[src/rtl/bus_arbiter_pkg.sv]
// bus_arbiter_pkg: shared sizing constants and state type for the bus arbiter
package bus_arbiter_pkg;
  localparam int N_MASTERS = 4;
  localparam int OWNER_W = 2;
  localparam int DEF_MAX_TENURE = 16;
  typedef enum logic {IDLE, OWNED} state_t;
endpackage

[src/rtl/bus_arbiter_if.sv]
// bus_arbiter_if: active-low request/grant bus between four masters and the arbiter
interface bus_arbiter_if;
  import bus_arbiter_pkg::*;
  logic m0_req_, m1_req_, m2_req_, m3_req_;
  logic m0_grnt_, m1_grnt_, m2_grnt_, m3_grnt_;
  logic bus_rdy_;
  logic [OWNER_W-1:0] bus_owner;
  logic bus_busy;
  modport slave (
    input m0_req_, m1_req_, m2_req_, m3_req_, bus_rdy_,
    output m0_grnt_, m1_grnt_, m2_grnt_, m3_grnt_, bus_owner, bus_busy
  );
  modport master (
    output m0_req_, m1_req_, m2_req_, m3_req_, bus_rdy_,
    input m0_grnt_, m1_grnt_, m2_grnt_, m3_grnt_, bus_owner, bus_busy
  );
endinterface

[src/rtl/bus_arbiter_rr_pick.sv]
// bus_rr_pick: first set request found searching start, start+1, ... modulo the master count
module bus_rr_pick
  import bus_arbiter_pkg::*;
(
  input  logic [N_MASTERS-1:0] req,
  input  logic [OWNER_W-1:0]   start,
  output logic                 found,
  output logic [OWNER_W-1:0]   idx
);
  // Walk from the farthest offset down so the nearest requester wins last.
  always_comb begin
    found = 1'b0;
    idx = start;
    for (int i = N_MASTERS - 1; i >= 0; i--)
      if (req[start + OWNER_W'(i)]) begin
        found = 1'b1;
        idx = start + OWNER_W'(i);
      end
  end
endmodule

[src/rtl/bus_arbiter.sv]
// bus_arbiter: round-robin arbiter for four active-low masters with a tenure limit
//   that only forces a handover at a transfer boundary (bus_rdy_ low).
module bus_arbiter
  import bus_arbiter_pkg::*;
#(
  parameter int MAX_TENURE = DEF_MAX_TENURE,
  parameter int TENURE_W = 5
) (
  input logic clk,
  input logic reset,
  bus_arbiter_if.slave bus
);
  state_t state;
  logic [OWNER_W-1:0] owner, ptr, start, pick;
  logic [TENURE_W-1:0] tenure;
  logic [N_MASTERS-1:0] req, cand, grnt;
  logic found, busy, at_max, rel, yield;
  assign req = ~{bus.m3_req_, bus.m2_req_, bus.m1_req_, bus.m0_req_};
  // While owned, the search skips the owner so a forced yield never re-picks it.
  assign cand = state == OWNED ? req & ~(N_MASTERS'(1) << owner) : req;
  assign start = state == OWNED ? owner + 1'b1 : ptr;
  assign rel = !req[owner];
  assign at_max = tenure == TENURE_W'(MAX_TENURE);
  assign yield = rel || (at_max && found && !bus.bus_rdy_);
  bus_rr_pick u_pick (
    .req(cand),
    .start(start),
    .found(found),
    .idx(pick)
  );
  always_ff @(posedge clk) begin
    if (reset) begin
      state <= IDLE;
      owner <= '0;
      ptr <= '0;
      tenure <= '0;
      grnt <= '1;
      busy <= 1'b0;
    end else if (state == IDLE) begin
      if (found) begin
        state <= OWNED;
        owner <= pick;
        tenure <= '0;
        grnt <= ~(N_MASTERS'(1) << pick);
        busy <= 1'b1;
      end
    end else if (yield && found) begin
      owner <= pick;
      tenure <= '0;
      grnt <= ~(N_MASTERS'(1) << pick);
    end else if (yield) begin
      state <= IDLE;
      ptr <= owner + 1'b1;
      grnt <= '1;
      busy <= 1'b0;
    end else if (!at_max) begin
      tenure <= tenure + 1'b1;
    end
  end
  assign bus.m0_grnt_ = grnt[0];
  assign bus.m1_grnt_ = grnt[1];
  assign bus.m2_grnt_ = grnt[2];
  assign bus.m3_grnt_ = grnt[3];
  assign bus.bus_owner = owner;
  assign bus.bus_busy = busy;
endmodule

[src/flat_wrapper.sv]
// flat-port wrapper written by rule: the top's interface ports become plain ports
module bus_arbiter_flat import bus_arbiter_pkg::*;
#(
  parameter int MAX_TENURE = DEF_MAX_TENURE,
  parameter int TENURE_W = 5
)
  (clk, reset, bus_m0_req_, bus_m1_req_, bus_m2_req_, bus_m3_req_, bus_bus_rdy_, bus_m0_grnt_, bus_m1_grnt_, bus_m2_grnt_, bus_m3_grnt_, bus_bus_owner, bus_bus_busy);
  bus_arbiter_if bus_i ();
  input logic clk;
  input logic reset;
  input wire logic [$bits(bus_i.m0_req_)-1:0] bus_m0_req_;
  input wire logic [$bits(bus_i.m1_req_)-1:0] bus_m1_req_;
  input wire logic [$bits(bus_i.m2_req_)-1:0] bus_m2_req_;
  input wire logic [$bits(bus_i.m3_req_)-1:0] bus_m3_req_;
  input wire logic [$bits(bus_i.bus_rdy_)-1:0] bus_bus_rdy_;
  output wire logic [$bits(bus_i.m0_grnt_)-1:0] bus_m0_grnt_;
  output wire logic [$bits(bus_i.m1_grnt_)-1:0] bus_m1_grnt_;
  output wire logic [$bits(bus_i.m2_grnt_)-1:0] bus_m2_grnt_;
  output wire logic [$bits(bus_i.m3_grnt_)-1:0] bus_m3_grnt_;
  output wire logic [$bits(bus_i.bus_owner)-1:0] bus_bus_owner;
  output wire logic [$bits(bus_i.bus_busy)-1:0] bus_bus_busy;
  assign bus_i.m0_req_ = bus_m0_req_;
  assign bus_i.m1_req_ = bus_m1_req_;
  assign bus_i.m2_req_ = bus_m2_req_;
  assign bus_i.m3_req_ = bus_m3_req_;
  assign bus_i.bus_rdy_ = bus_bus_rdy_;
  assign bus_m0_grnt_ = bus_i.m0_grnt_;
  assign bus_m1_grnt_ = bus_i.m1_grnt_;
  assign bus_m2_grnt_ = bus_i.m2_grnt_;
  assign bus_m3_grnt_ = bus_i.m3_grnt_;
  assign bus_bus_owner = bus_i.bus_owner;
  assign bus_bus_busy = bus_i.bus_busy;
  bus_arbiter #(.MAX_TENURE(MAX_TENURE), .TENURE_W(TENURE_W)) u_core (.clk(clk), .reset(reset), .bus(bus_i));
endmodule
[config.mk]
export PLATFORM = sky130hd
export DESIGN_NAME = bus_arbiter_flat
export DESIGN_NICKNAME = d
export VERILOG_FILES = /design/src/rtl/bus_arbiter_pkg.sv /design/src/rtl/bus_arbiter_if.sv /design/src/rtl/bus_arbiter_rr_pick.sv /design/src/rtl/bus_arbiter.sv /design/src/flat_wrapper.sv
export SDC_FILE = /design/constraint.sdc
export NUM_CORES = 1
export LEC_CHECK = 0
export ABC_AREA = 0
export CAP_MARGIN = 25
export CORE_MARGIN = 1.5
export CORE_UTILIZATION = 25
export CTS_CLUSTER_SIZE = 24
export DETAILED_ROUTE_END_ITERATION = 12
export HOLD_SLACK_MARGIN = 0.15
export PLACE_DENSITY = 0.47
export SETUP_SLACK_MARGIN = 0.4
export SYNTH_ARGS = -nofsm -noshare
export SYNTH_HDL_FRONTEND = slang
export SYNTH_SLANG_ARGS = --single-unit
[constraint.sdc]
create_clock -name clk -period 4.1 [get_ports clk]
set_input_delay 0.82 -clock clk [delete_from_list [all_inputs] [get_ports clk]]
set_output_delay 0.82 -clock clk [all_outputs]
set_load 0.01 [all_outputs]
== Word level (Yosys, flattened, before mapping) ==
Cells that the tools add are included.

* Flip-flop bits (word level): 15
* Output and inout port bits: 7

* Add/sub/neg operators: 5
* $lt $le $gt $ge: 5
* Equal/unequal tests: 7
* Shift-type cells: 2
* Muxes and demuxes: 40
* Bitwise logic cells: 5
* Reductions and logical operators: 12

{| class="wikitable"
|+ Operator list
! cell !! count
|-
| two-way mux 5 bit || 5
|-
| two-way mux 4 bit || 5
|-
| two-way mux 1 bit || 17
|-
| two-way mux 2 bit || 8
|-
| < comparator 2 x 3 -> 1 bit (second input constant) || 5
|-
| NOT 4 bit || 3
|-
| binary-select mux 1 bit (select 2 bit) || 5
|-
| != test 3 bit (second input constant) || 3
|-
| AND reduction 3 bit || 3
|-
| left shift 1 x 2 -> 4 bit (first input constant) || 2
|-
| != test 2 bit (second input constant) || 3
|-
| adder 5 x 1 -> 5 bit (second input constant) || 1
|-
| equality test 5 bit (second input constant) || 1
|-
| adder 2 x 1 -> 2 bit (second input constant) || 2
|-
| adder 2 bit (second input constant) || 2
|-
| bitwise AND 4 bit || 1
|-
| AND reduction 2 bit || 2
|-
| logical AND 1 bit || 3
|-
| zero test 1 bit || 2
|-
| nonzero test 2 bit || 1
|-
| logical OR 1 bit || 1
|-
| NOT 1 bit || 1
|}

== Longest topological paths before layout ==
Gate-level depths: netlist of the first run.

* Depth in word-level cells: 16
* Depth in mapped cells: 7
* Gate-level depth less buffers: 7

== By module ==
From an unflattened synthesis of the first run, not the netlist that was laid out.

* Cell total of the unflattened synthesis: 111
* Area total of the unflattened synthesis: 998.5 um^2

{| class="wikitable"
|+ By module, submodules not included
! module !! instances !! cells each !! area an instance (um^2) !! seq. area each (um^2)
|-
| bus_arbiter || 1 || 95 || 898.4 || 300.3
|-
| bus_rr_pick || 1 || 16 || 100.1 || 0.0
|}

== Least setup slack after synthesis of the first run ==
No wires, ideal clock.

* Kind: input -> register
* Start: in bus_m3_req_
* End: reg u_core.owner[0], in the netlist u_core.bus.bus_owner[0]
* Setup time: 0.070 ns
* Arrival: 2.072 ns
* Data required time: 4.030 ns
* Path slack: 1.958 ns
* Cell stages on the path: 5
* Buffers on the path: 0
* Cells stage by stage: mux4_2 a21o_1 a21o_4 or2_0 a21oi_1

* Cells in the longest elaborated chain, start to end: 15
* Elaborated cells between the ends (all ways): 32
* Those cells by class: 1 x eq/ne; 22 x mux; 2 x bitwise; 7 x reduce/logical

{| class="wikitable"
|+ Ends and longest elaborated chain
! item !! line !! text
|-
| start: declaration || flat_wrapper.sv:14 || <nowiki>input wire logic [$bits(bus_i.m3_req_)-1:0] bus_m3_req_;</nowiki>
|-
| NOT 4 bit * || bus_arbiter.sv:18 || <nowiki>assign req = ~{bus.m3_req_, bus.m2_req_, bus.m1_req_, bus.m0_req_};</nowiki>
|-
| bitwise AND 4 bit || bus_arbiter.sv:20 || <nowiki>assign cand = state == OWNED ? req & ~(N_MASTERS'(1) << owner) : req;</nowiki>
|-
| two-way mux 4 bit || bus_arbiter.sv:20 ||
|-
| binary-select mux 1 bit (select 2 bit) || bus_arbiter_rr_pick.sv:15 || <nowiki>if (req[start + OWNER_W'(i)]) begin</nowiki>
|-
| two-way mux 1 bit (implied by the code) || bus_arbiter_rr_pick.sv:15 ||
|-
| two-way mux 1 bit (4 in a row) || bus_arbiter_rr_pick.sv:15 ||
|-
| logical AND 1 bit (2 in a row) || bus_arbiter.sv:24 || <nowiki>assign yield = rel || (at_max && found && !bus.bus_rdy_);</nowiki>
|-
| logical OR 1 bit || bus_arbiter.sv:24 ||
|-
| logical AND 1 bit || bus_arbiter.sv:47 || <nowiki>end else if (yield && found) begin</nowiki>
|-
| != test 2 bit (no source line) || - ||
|-
| AND reduction 2 bit (no source line) || - ||
|-
| end signal: assignment || bus_arbiter.sv:42 || <nowiki>owner <= pick;</nowiki>
|-
| end signal: assignment || bus_arbiter.sv:48 || <nowiki>owner <= pick;</nowiki>
|-
| end: declaration || bus_arbiter.sv:14 || <nowiki>logic [OWNER_W-1:0] owner, ptr, start, pick;</nowiki>
|}

Every way passes the cells marked *; elsewhere a longest branch is shown, timed or not. The select of a mux whose other input is x is not followed.
A chain may end at the register's enable or synchronous reset.

== Worst setup path in the final report of the first run ==
* Start: in bus_m1_req_
* End: reg u_core.grnt[1]

* Cells in the longest elaborated chain, start to end: 15
* Elaborated cells between the ends (all ways): 34
* Those cells by class: 1 x eq/ne; 1 x shift; 22 x mux; 3 x bitwise; 7 x reduce/logical

{| class="wikitable"
|+ Ends and longest elaborated chain
! item !! line !! text
|-
| start: declaration || flat_wrapper.sv:12 || <nowiki>input wire logic [$bits(bus_i.m1_req_)-1:0] bus_m1_req_;</nowiki>
|-
| NOT 4 bit * || bus_arbiter.sv:18 ||
|-
| bitwise AND 4 bit || bus_arbiter.sv:20 ||
|-
| two-way mux 4 bit || bus_arbiter.sv:20 ||
|-
| binary-select mux 1 bit (select 2 bit) || bus_arbiter_rr_pick.sv:15 ||
|-
| two-way mux 1 bit (implied by the code) || bus_arbiter_rr_pick.sv:15 ||
|-
| two-way mux 1 bit (4 in a row) || bus_arbiter_rr_pick.sv:15 ||
|-
| logical AND 1 bit (2 in a row) || bus_arbiter.sv:24 ||
|-
| logical OR 1 bit || bus_arbiter.sv:24 ||
|-
| logical AND 1 bit || bus_arbiter.sv:47 ||
|-
| != test 3 bit (no source line) / two-way mux 4 bit (equally long branches) || - ||
|-
| AND reduction 2 bit (no source line) / two-way mux 4 bit (equally long branches) || - ||
|-
| end signal: assignment || bus_arbiter.sv:44 || <nowiki>grnt <= ~(N_MASTERS'(1) << pick);</nowiki>
|-
| end signal: assignment || bus_arbiter.sv:50 || <nowiki>grnt <= ~(N_MASTERS'(1) << pick);</nowiki>
|-
| end: declaration || bus_arbiter.sv:16 || <nowiki>logic [N_MASTERS-1:0] req, cand, grnt;</nowiki>
|}

Marks and branches as above.

==> impl_metrics.env, run 1 <==
export IMPL_hold_buffers=0
export IMPL_use_met1_pct=14.9
export IMPL_tns_ns=0
export IMPL_leakagePower_nw=0.453
export IMPL_overflow=0
export IMPL_vias=913
export IMPL_drt_initial_drc_count=7
export IMPL_h_tree_depth=1
export IMPL_via_per_inst=5.22
export IMPL_die_w_microns=66
export IMPL_critical_path_top_delay_family="multiplexers"
export IMPL_cts_tree="yes"
export IMPL_netlist_area_sq_um=992
export IMPL_initial_core_util_pct=26.5
export IMPL_clk_latency_ns=0.25
export IMPL_die_area_sq_um=4360
export IMPL_grtUsageTotal_pct=11.8
export IMPL_ys_types=41
export IMPL_yosysSeqAreaShare_pct=30.3
export IMPL_n_antenna_cell=0
export IMPL_rsz0062_at_grt="false"
export IMPL_grt_pass1_vias=908
export IMPL_die_h_microns=66
export IMPL_min_period_ns=2.60
export IMPL_gp_congestion=0.786
export IMPL_portBuffers=13
export IMPL_startpoint_type="primary input"
export IMPL_nets=141
export IMPL_outcome="finished, final reports clean"
export IMPL_worst_slack_ns=1.50
export IMPL_drv_slew=0
export IMPL_fmax_ghz=0.384
export IMPL_cts_resized_gates=0
export IMPL_synth_edf_count=0
export IMPL_post_route_period_util_pct=63.5
export IMPL_antenna_found_initial=0
export IMPL_end_kind="flop"
export IMPL_crit_required_ns=4.28
export IMPL_place_hpwl_microns=1750
export IMPL_async_flop_share_pct=0
export IMPL_wirelength_microns=2340
export IMPL_rows=22
export IMPL_synth_avg_cell_area_sq_um=8.78
export IMPL_drt_pass1_iter_count=5
export IMPL_post_cts_setup_buffers=0
export IMPL_core_sq_um=3740
export IMPL_setup_viol=0
export IMPL_wire_per_inst_microns=13.4
export IMPL_synth_main_ff_cell="dfxtp_1"
export IMPL_clock_sinks=15
export IMPL_worst_pin_slew_ns=0.659
export IMPL_post_route_drc_count=0
export IMPL_clk_pin_slew_ns=0.07
export IMPL_drive_above_1_share_pct=9.45
export IMPL_use_met3_pct=2.39
export IMPL_area_growth_pct=21.1
export IMPL_critPathArrivalTime_ns=2.78
export IMPL_yosys_warnings=0
export IMPL_cts_buffer_depth=2
export IMPL_cts_root_buffer="clkbuf_8"
export IMPL_cts_buffers=3
export IMPL_grt_use_met2_pct=20.6
export IMPL_finalHoldViolations=0
export IMPL_pin_count=14
export IMPL_cpPeakStageDelay_ns=0.60
export IMPL_syn_instance_count=113
export IMPL_skew_ns=0.00225
export IMPL_ys_seq_elements=15
export IMPL_worst_slew_margin_rel_pct=55.9
export IMPL_grt_pass1_wl_microns=4060
export IMPL_final_util_pct=32.1
export IMPL_powerDensity_nw_per_um2=392
export IMPL_vdd_drop_max_mv=0.159
export IMPL_crit_fanout=7
export IMPL_grt_max_degree=18
export IMPL_critical_path_class="primary input to flop"
export IMPL_syn_nets=126
export IMPL_busiest_layer="met2"
export IMPL_cpMaxStageDelayCell="mux4_2"
export IMPL_final_antenna_net_count=0
export IMPL_hold_class="flop to flop"
export IMPL_mostFrequentLayoutCells="dfxtp_1 (15), clkdlybuf4s50_1 (13), nor2_1 (12)"
export IMPL_worst_path_buf_inv=1
export IMPL_maxCapViolations=0
export IMPL_cp_cell_sequence="clkdlybuf4s50_1 > mux4_2 > a21o_1 > a21oi_1 > and3b_1 > a32oi_1"
export IMPL_final_common_cell="dfxtp_1"
export IMPL_dp_slack_ns=1.27
## cell usage after synthesis (all sizes together), types with 2 or more instances
| cell type | count | share of area, % |
|---|---|---|
| a21o | 4 | 3.9 |
| a21oi | 9 | 4.5 |
| a32oi | 5 | 4.4 |
| buf | 2 | 1.9 |
| dfxtp | 15 | 30 |
| ha | 6 | 7.6 |
| inv | 7 | 2.6 |
| nand2 | 7 | 2.6 |
| nand2b | 3 | 1.9 |
| nand3 | 5 | 2.5 |
| nor2 | 12 | 4.5 |
| nor3 | 6 | 3.0 |
| o22a | 4 | 3.8 |
| o22ai | 3 | 1.9 |
| xnor2 | 3 | 2.6 |
## report_power, final
part / total (mW) / internal [mW] / switching (mW)
registers: 0.176 / 0.159 / 0.0170
clock network: 0.123 / 0.0673 / 0.0556
logic: 0.172 / 0.0812 / 0.0909
total: 0.471 / 0.308 / 0.163
## sequential cells by signal, indices dropped and copies added, names as in the netlist
register and flops:
u_core.state 1, u_core.bus.bus_owner 2, u_core.ptr 2, u_core.bus.bus_busy 1, u_core.tenure 5, u_core.grnt 4
## final timing paths
path,from,to,slack [ns],cells past startpoint
max reg2reg,u_core.bus.bus_owner[0],u_core.bus.bus_owner[1],1.95,6
min,u_core.ptr[1],u_core.ptr[1],0.48,2
max,bus_m1_req_,u_core.grnt[1],1.50,6
min reg2reg,u_core.ptr[1],u_core.ptr[1],0.48,2
## cell type report
type | instances | area, sq um
tap | 48 | 60.1
fill | 428 | 2540
clock buffer | 3 | 41.3
clock inverter | 1 | 5.00
inverter | 7 | 26.3
multi-input combinational | 88 | 638
sequential | 15 | 300
timing repair buffer | 13 | 130
## stage by stage
| step | cells | total power [mW] | hold WS (ns) | cell area (sq um) |
|---|---|---|---|---|
| CTS | 175 | 0.475 | 0.484 | 1200 |
| global route | 175 | 0.501 | 0.509 | 1200 |
| global placement | 171 | 0.351 | 0.465 | 1150 |
| detailed placement | 171 | 0.349 | 0.474 | 1150 |
| floorplan | 113 | 0.296 | 0.446 | 992 |
| finish | 175 | 0.471 | 0.482 | 1200 |
## worst min-delay path: stages (launching register included)
cell	delay, ns
dfxtp_1	0.32
nand2_1	0.06
a21oi_1	0.06
## routing by layer
metal	vias up	part of all wire, %
met5	-	0
met3	3	2.0
li1	456	-
met1	445	48
met4	0	0.81
met2	9	49
## cell families after synthesis
family	share of synthesized area (%)
multiplexers	4.41
AO/OA/AOI/OAI	29.6
XOR/XNOR	3.53
flip-flops	30.3
buffers and inverters	5.42
AND/OR/NAND/NOR	19.2
adder cells (fa/ha/maj)	7.57
(Power assumes the default switching activity.)
==> inputs of run 2 (changes only) <==
--- a/config.mk
+++ b/config.mk
@@ -12,7 +12,7 @@
 export CTS_CLUSTER_SIZE = 24
 export DETAILED_ROUTE_END_ITERATION = 12
 export HOLD_SLACK_MARGIN = 0.15
-export PLACE_DENSITY = 0.47
+export PLACE_DENSITY = 0.48
 export SETUP_SLACK_MARGIN = 0.4
 export SYNTH_ARGS = -nofsm -noshare
 export SYNTH_HDL_FRONTEND = slang
==> constraint.sdc (replaced) <==
create_clock -name clk -period 2.25 [get_ports clk]
set_input_delay 0.45 -clock clk [delete_from_list [all_inputs] [get_ports clk]]
set_output_delay 0.45 -clock clk [all_outputs]
set_load 0.01 [all_outputs]
==> impl_metrics.env, run 2 (synthesis results as in run 1) <==
export IMPL_outcome="finished, final reports clean"
export IMPL_end_kind="flop"
export IMPL_fill_cells=390
export IMPL_min_period_ns=1.80
export IMPL_tns_ns=0
export IMPL_final_area_sq_um=1410
export IMPL_pin_count=14
export IMPL_intPower_uw=639
export IMPL_portBuffers=13
export IMPL_place_hpwl_microns=1980
export IMPL_clk_pin_slew_ns=0.07
export IMPL_via_per_inst=4.99
export IMPL_area_growth_pct=42.2
export IMPL_antenna_found_initial=0
export IMPL_cp_cell_sequence="mux4_2 > buf_4 > a221oi_4 > nor2_2 > a32oi_1"
export IMPL_crit_required_ns=2.42
export IMPL_n_antenna_cell=0
export IMPL_whs_ns=0.474
export IMPL_largest_reg_flops=5
export IMPL_setup_viol=0
export IMPL_clock_sinks=15
export IMPL_cts_tree="yes"
export IMPL_largest_register="u_core.tenure"
export IMPL_rsz0062_at_grt="true"
export IMPL_place_area_sq_um=1270
export IMPL_critical_path_class="flop to flop"
export IMPL_cpMaxStageDelayCell="mux4_2"
export IMPL_post_route_drc_count=0
export IMPL_drive_above_1_share_pct=29.9
export IMPL_worst_pin_slew_ns=0.333
export IMPL_switching_share_pct=34.1
export IMPL_vdd_drop_max_mv=0.336
export IMPL_die_area_sq_um=4360
export IMPL_multi_input_area_sq_um=699
export IMPL_leakagePower_nw=0.555
export IMPL_clk_latency_ns=0.25
export IMPL_gp_congestion=0.788
export IMPL_overflow=0
export IMPL_p_comb_share_pct=43.8
export IMPL_p_clk_share_pct=23.0
export IMPL_final_common_cell="buf_4"
export IMPL_cpPeakStageDelay_ns=0.57
export IMPL_rows=22
export IMPL_cts_buffers=3
export IMPL_critical_path_top_delay_family="multiplexers"
export IMPL_drt_pass1_iter_count=4
export IMPL_seq_power_share_pct=33.1
export IMPL_powerDensity_nw_per_um2=686
export IMPL_finalHoldViolations=0
export IMPL_fmax_ghz=0.557
export IMPL_grt_pass1_wl_microns=4240
export IMPL_grtUsageTotal_pct=12.6
export IMPL_h_tree_depth=1
export IMPL_drt_initial_drc_count=24
export IMPL_crit_fanout=5
export IMPL_post_route_period_util_pct=79.8
export IMPL_cts_root_buffer="clkbuf_8"
export IMPL_die_h_microns=66
export IMPL_startpoint_type="flop"
export IMPL_vias=958
export IMPL_biggestRegsByFlops="u_core.tenure (5), u_core.grnt (4)"
export IMPL_maxCapViolations=0
export IMPL_core_sq_um=3740
export IMPL_total_power_uw=969
export IMPL_wirelength_microns=2640
export IMPL_die_w_microns=66
export IMPL_grt_pass1_vias=944
export IMPL_seqCellArea_sq_um=309
export IMPL_critPathArrivalTime_ns=1.97
export IMPL_nets=158
export IMPL_initial_core_util_pct=26.5
export IMPL_worst_slew_margin_rel_pct=77.5
export IMPL_skew_ns=0.00623
export IMPL_worst_path_buf_inv=1
export IMPL_hold_buffers=0
export IMPL_final_antenna_net_count=0
export IMPL_cts_buffer_depth=2
export IMPL_p_sw_uw=330
export IMPL_wire_per_inst_microns=13.8
export IMPL_drv_slew=0
export IMPL_grt_max_degree=13
export IMPL_mostFrequentLayoutCells="buf_4 (16), dfxtp_1 (12), nor2_1 (11)"
export IMPL_hold_class="flop to flop"
[run 2: cell types whose count changed in the layout (fill, tap and decap cells not counted), moves of 2 or more]
cell             delta
ha_1                -2
dfxtp_4             +2
buf_4              +16
clkdlybuf4s15_1     +4
a21oi_1             -4
dfxtp_1             -3
a21oi_2             +4
clkdlybuf4s50_1     -4
[run 2: power groups by stage]
stage	sequential (mW)	combinational (mW)	clock, mW
floorplan	0.327	0.214	0
global placement	0.326	0.355	0
detailed placement	0.326	0.361	0
CTS	0.321	0.394	0.229
global route	0.326	0.459	0.240
finish	0.321	0.425	0.223
[run 2: path summary, 6_finish.rpt]
path	start	endpoint	slack (ns)	depth (start not counted)
worst max-delay path	u_core.bus.bus_owner[1]	u_core.grnt[1]	0.45	5
worst min-delay path	u_core.ptr[1]	u_core.ptr[1]	0.47	2
worst max register to register	u_core.bus.bus_owner[1]	u_core.grnt[1]	0.45	5
worst min register to register	u_core.ptr[1]	u_core.ptr[1]	0.47	2
[run 2: through the flow]
stage | std cells | utilization [%] | setup slack (ns)
6_report | 192 | 37.7 | 0.454
3_3_place_gp | 184 | 33.8 | -0.00775
5_1_grt | 192 | 37.7 | 0.372
3_5_place_dp | 184 | 33.8 | -0.0606
2_1_floorplan | 113 | - | 0.398
4_1_cts | 191 | 36.5 | 0.387
[run 2: what timing repair did]
action	CTS	global route
setup buffers	3	1
gates resized for setup	17	8
pin swaps	5	4
setup endpoints to repair	13	10
[run 2: cell type report]
type / instances / share of cell area (%)
clock buffers: 3 / 2.93
clock inverters: 1 / 0.355
inverters: 7 / 1.86
multi-input cells: 88 / 49.6
flip-flops and latches: 15 / 21.9
well taps: 48 / 4.26
repair buffers: 30 / 19.1
[run 2: metal layers]
metal	routed length (microns)	vias up	global-route usage, %
li1	-	491	-
met1	1210	459	14.2
met2	1360	8	24.1
met3	68	0	3.41
met4	0	0	1.53
met5	0	-	0
[run 2: worst register-to-register path: cells and delay by family, from the launching register on]
family	cells	cell delay, ns
flops	1	0.38
simple gates	1	0.09
buf+inv	1	0.17
compound gates	2	0.51
mux	1	0.57
==> inputs of run 3 (changes only) <==
--- a/config.mk
+++ b/config.mk
@@ -12,7 +12,7 @@
 export CTS_CLUSTER_SIZE = 24
 export DETAILED_ROUTE_END_ITERATION = 12
 export HOLD_SLACK_MARGIN = 0.15
-export PLACE_DENSITY = 0.48
+export PLACE_DENSITY = 0.47
 export SETUP_SLACK_MARGIN = 0.4
 export SYNTH_ARGS = -nofsm -noshare
 export SYNTH_HDL_FRONTEND = slang
==> constraint.sdc (replaced) <==
create_clock -name clk -period 1.7 [get_ports clk]
set_input_delay 0.34 -clock clk [delete_from_list [all_inputs] [get_ports clk]]
set_output_delay 0.34 -clock clk [all_outputs]
set_load 0.01 [all_outputs]
==> impl_metrics.env, run 3 (synthesis results as in run 1) <==
export IMPL_initial_core_util_pct=26.5
export IMPL_p_comb_share_pct=49.8
export IMPL_mostFrequentLayoutCells="buf_4 (30), dfxtp_1 (13), nor2_1 (9), dlygate4sd2_1 (9), nand2_1 (7)"
export IMPL_biggestRegsByFlops="u_core.tenure (5), u_core.grnt (4)"
export IMPL_cts_buffers=3
export IMPL_violations="negative setup slack"
export IMPL_area_growth_pct=62.2
export IMPL_hp_start="u_core.tenure[1]"
export IMPL_drive_above_1_share_pct=46.3
export IMPL_die_h_microns=66
export IMPL_skew_ns=0.00450
export IMPL_grtUsageTotal_pct=13.0
export IMPL_cts_tree="yes"
export IMPL_largest_register="u_core.tenure"
export IMPL_wire_per_inst_microns=12.7
export IMPL_rrSetupSlack_ns=-0.08
export IMPL_end_kind="flop"
export IMPL_gp_congestion=0.799
export IMPL_r2r_start="u_core.bus.bus_owner[1]"
export IMPL_clock_sinks=15
export IMPL_total_power_mw=1.40
export IMPL_r2r_end="u_core.bus.bus_owner[1]"
export IMPL_place_hpwl_microns=2110
export IMPL_grt_pass1_wl_microns=4460
export IMPL_holdPathStages=2
export IMPL_core_sq_um=3740
export IMPL_intPower_uw=929
export IMPL_final_antenna_net_count=0
export IMPL_pin_count=14
export IMPL_drv_slew=0
export IMPL_largest_reg_flops=5
export IMPL_nets=174
export IMPL_vias=1028
export IMPL_p_clk_share_pct=20.6
export IMPL_r2r_cells=5
export IMPL_switching_share_pct=33.6
export IMPL_finalHoldViolations=0
export IMPL_post_route_period_util_pct=105
export IMPL_worst_pin_slew_ns=0.380
export IMPL_clk_latency_ns=0.25
export IMPL_final_util_pct=43.0
export IMPL_rows=22
export IMPL_drt_pass1_iter_count=4
export IMPL_critPathArrivalTime_ns=1.94
export IMPL_worst_slack_ns=-0.0824
export IMPL_whs_endpoint="u_core.tenure[1]"
export IMPL_via_per_inst=4.94
export IMPL_worst_slew_margin_rel_pct=74.6
export IMPL_hold_class="flop to flop"
export IMPL_wirelength_microns=2650
export IMPL_setup_viol=10
export IMPL_vdd_drop_max_mv=0.331
export IMPL_critical_path_class="flop to flop"
export IMPL_dp_slack_ns=-0.504
export IMPL_powerDensity_nw_per_um2=869
export IMPL_die_area_sq_um=4360
export IMPL_post_route_drc_count=0
export IMPL_h_tree_depth=1
export IMPL_rsz0062_at_grt="true"
export IMPL_cts_root_buffer="clkbuf_8"
export IMPL_cts_buffer_depth=2
export IMPL_final_common_cell="buf_4"
export IMPL_maxCapViolations=0
export IMPL_crit_fanout=6
export IMPL_min_period_ns=1.78
export IMPL_leakagePower_nw=0.653
export IMPL_n_antenna_cell=0
export IMPL_grt_pass1_vias=1022
export IMPL_antenna_found_initial=0
export IMPL_outcome="finished with violations"
export IMPL_grt_max_degree=17
export IMPL_fmax_ghz=0.561
export IMPL_p_sw_uw=470
export IMPL_die_w_microns=66
export IMPL_clk_pin_slew_ns=0.06
export IMPL_fill_cells=396
export IMPL_crit_required_ns=1.86
export IMPL_startpoint_type="flop"
export IMPL_drt_initial_drc_count=27
export IMPL_overflow=0
export IMPL_seq_power_share_pct=29.6
export IMPL_portBuffers=13
## run 3: final cells by class
| class | count | area (sq um) | share of cell area [%] |
|---|---|---|---|
| inverters | 7 | 28.8 | 1.79 |
| multi-input cells | 88 | 772 | 48.0 |
| clock inverters | 1 | 5.00 | 0.311 |
| repair buffers | 46 | 394 | 24.5 |
| well taps | 48 | 60.1 | 3.73 |
| clock buffers | 3 | 41.3 | 2.57 |
| flip-flops and latches | 15 | 308 | 19.1 |
## run 3: power groups by stage
| stage | sequential, mW | combinational, mW | clock, mW |
|---|---|---|---|
| finish | 0.414 | 0.697 | 0.289 |
| global route | 0.419 | 0.755 | 0.317 |
| CTS | 0.413 | 0.658 | 0.301 |
| detailed placement | 0.420 | 0.575 | 0 |
| global placement | 0.420 | 0.570 | 0 |
| floorplan | 0.436 | 0.288 | 0 |
## run 3: critical path, stage by stage, from the launching register on
cell and delay (ns):
dfxtp_4 0.37, mux4_2 0.57, a21o_1 0.21, a21o_4 0.22, buf_4 0.14, a211oi_1 0.17
## run 3: through the flow
stage	hold slack, ns	std cells	cell area [sq um]	TNS, ns
6_report	0.497	208	1610	-0.535
5_1_grt	0.522	208	1610	-1.27
4_1_cts	0.500	206	1550	-0.890
3_5_place_dp	0.487	197	1390	-5.16
3_3_place_gp	0.482	197	1390	-4.79
2_1_floorplan	0.448	113	1000	-0.0548
## run 3: how the worst max path moves through the flow
stage	start	end	slack (ns)	cells past startpoint
4_1_cts	u_core.bus.bus_owner[1]	u_core.bus.bus_owner[0]	-0.13	5
2_1_floorplan	u_core.bus.bus_owner[1]	u_core.bus.bus_owner[0]	-0.02	5
3_3_place_gp	bus_m3_req_	u_core.grnt[1]	-0.45	6
3_5_place_dp	bus_m3_req_	u_core.grnt[3]	-0.50	6
5_1_grt	u_core.bus.bus_owner[1]	u_core.tenure[2]	-0.16	7
6_report	u_core.bus.bus_owner[1]	u_core.bus.bus_owner[1]	-0.08	5
## run 3: layer usage
layer	up-vias	share of wire, %	track usage, %
met4	0	0.42	1.53
met5	-	0	0
met1	490	46	16.0
met3	2	2.9	2.56
met2	13	50	24.0
li1	523	-	-
## run 3: timing repair
item | 4_1_cts | 5_1_grt
hold buffers | 0 | 0
pin swaps | 7 | 8
buffers inserted | 5 | 2
endpoints found under the setup margin | 22 | 16
resized for setup | 30 | 14
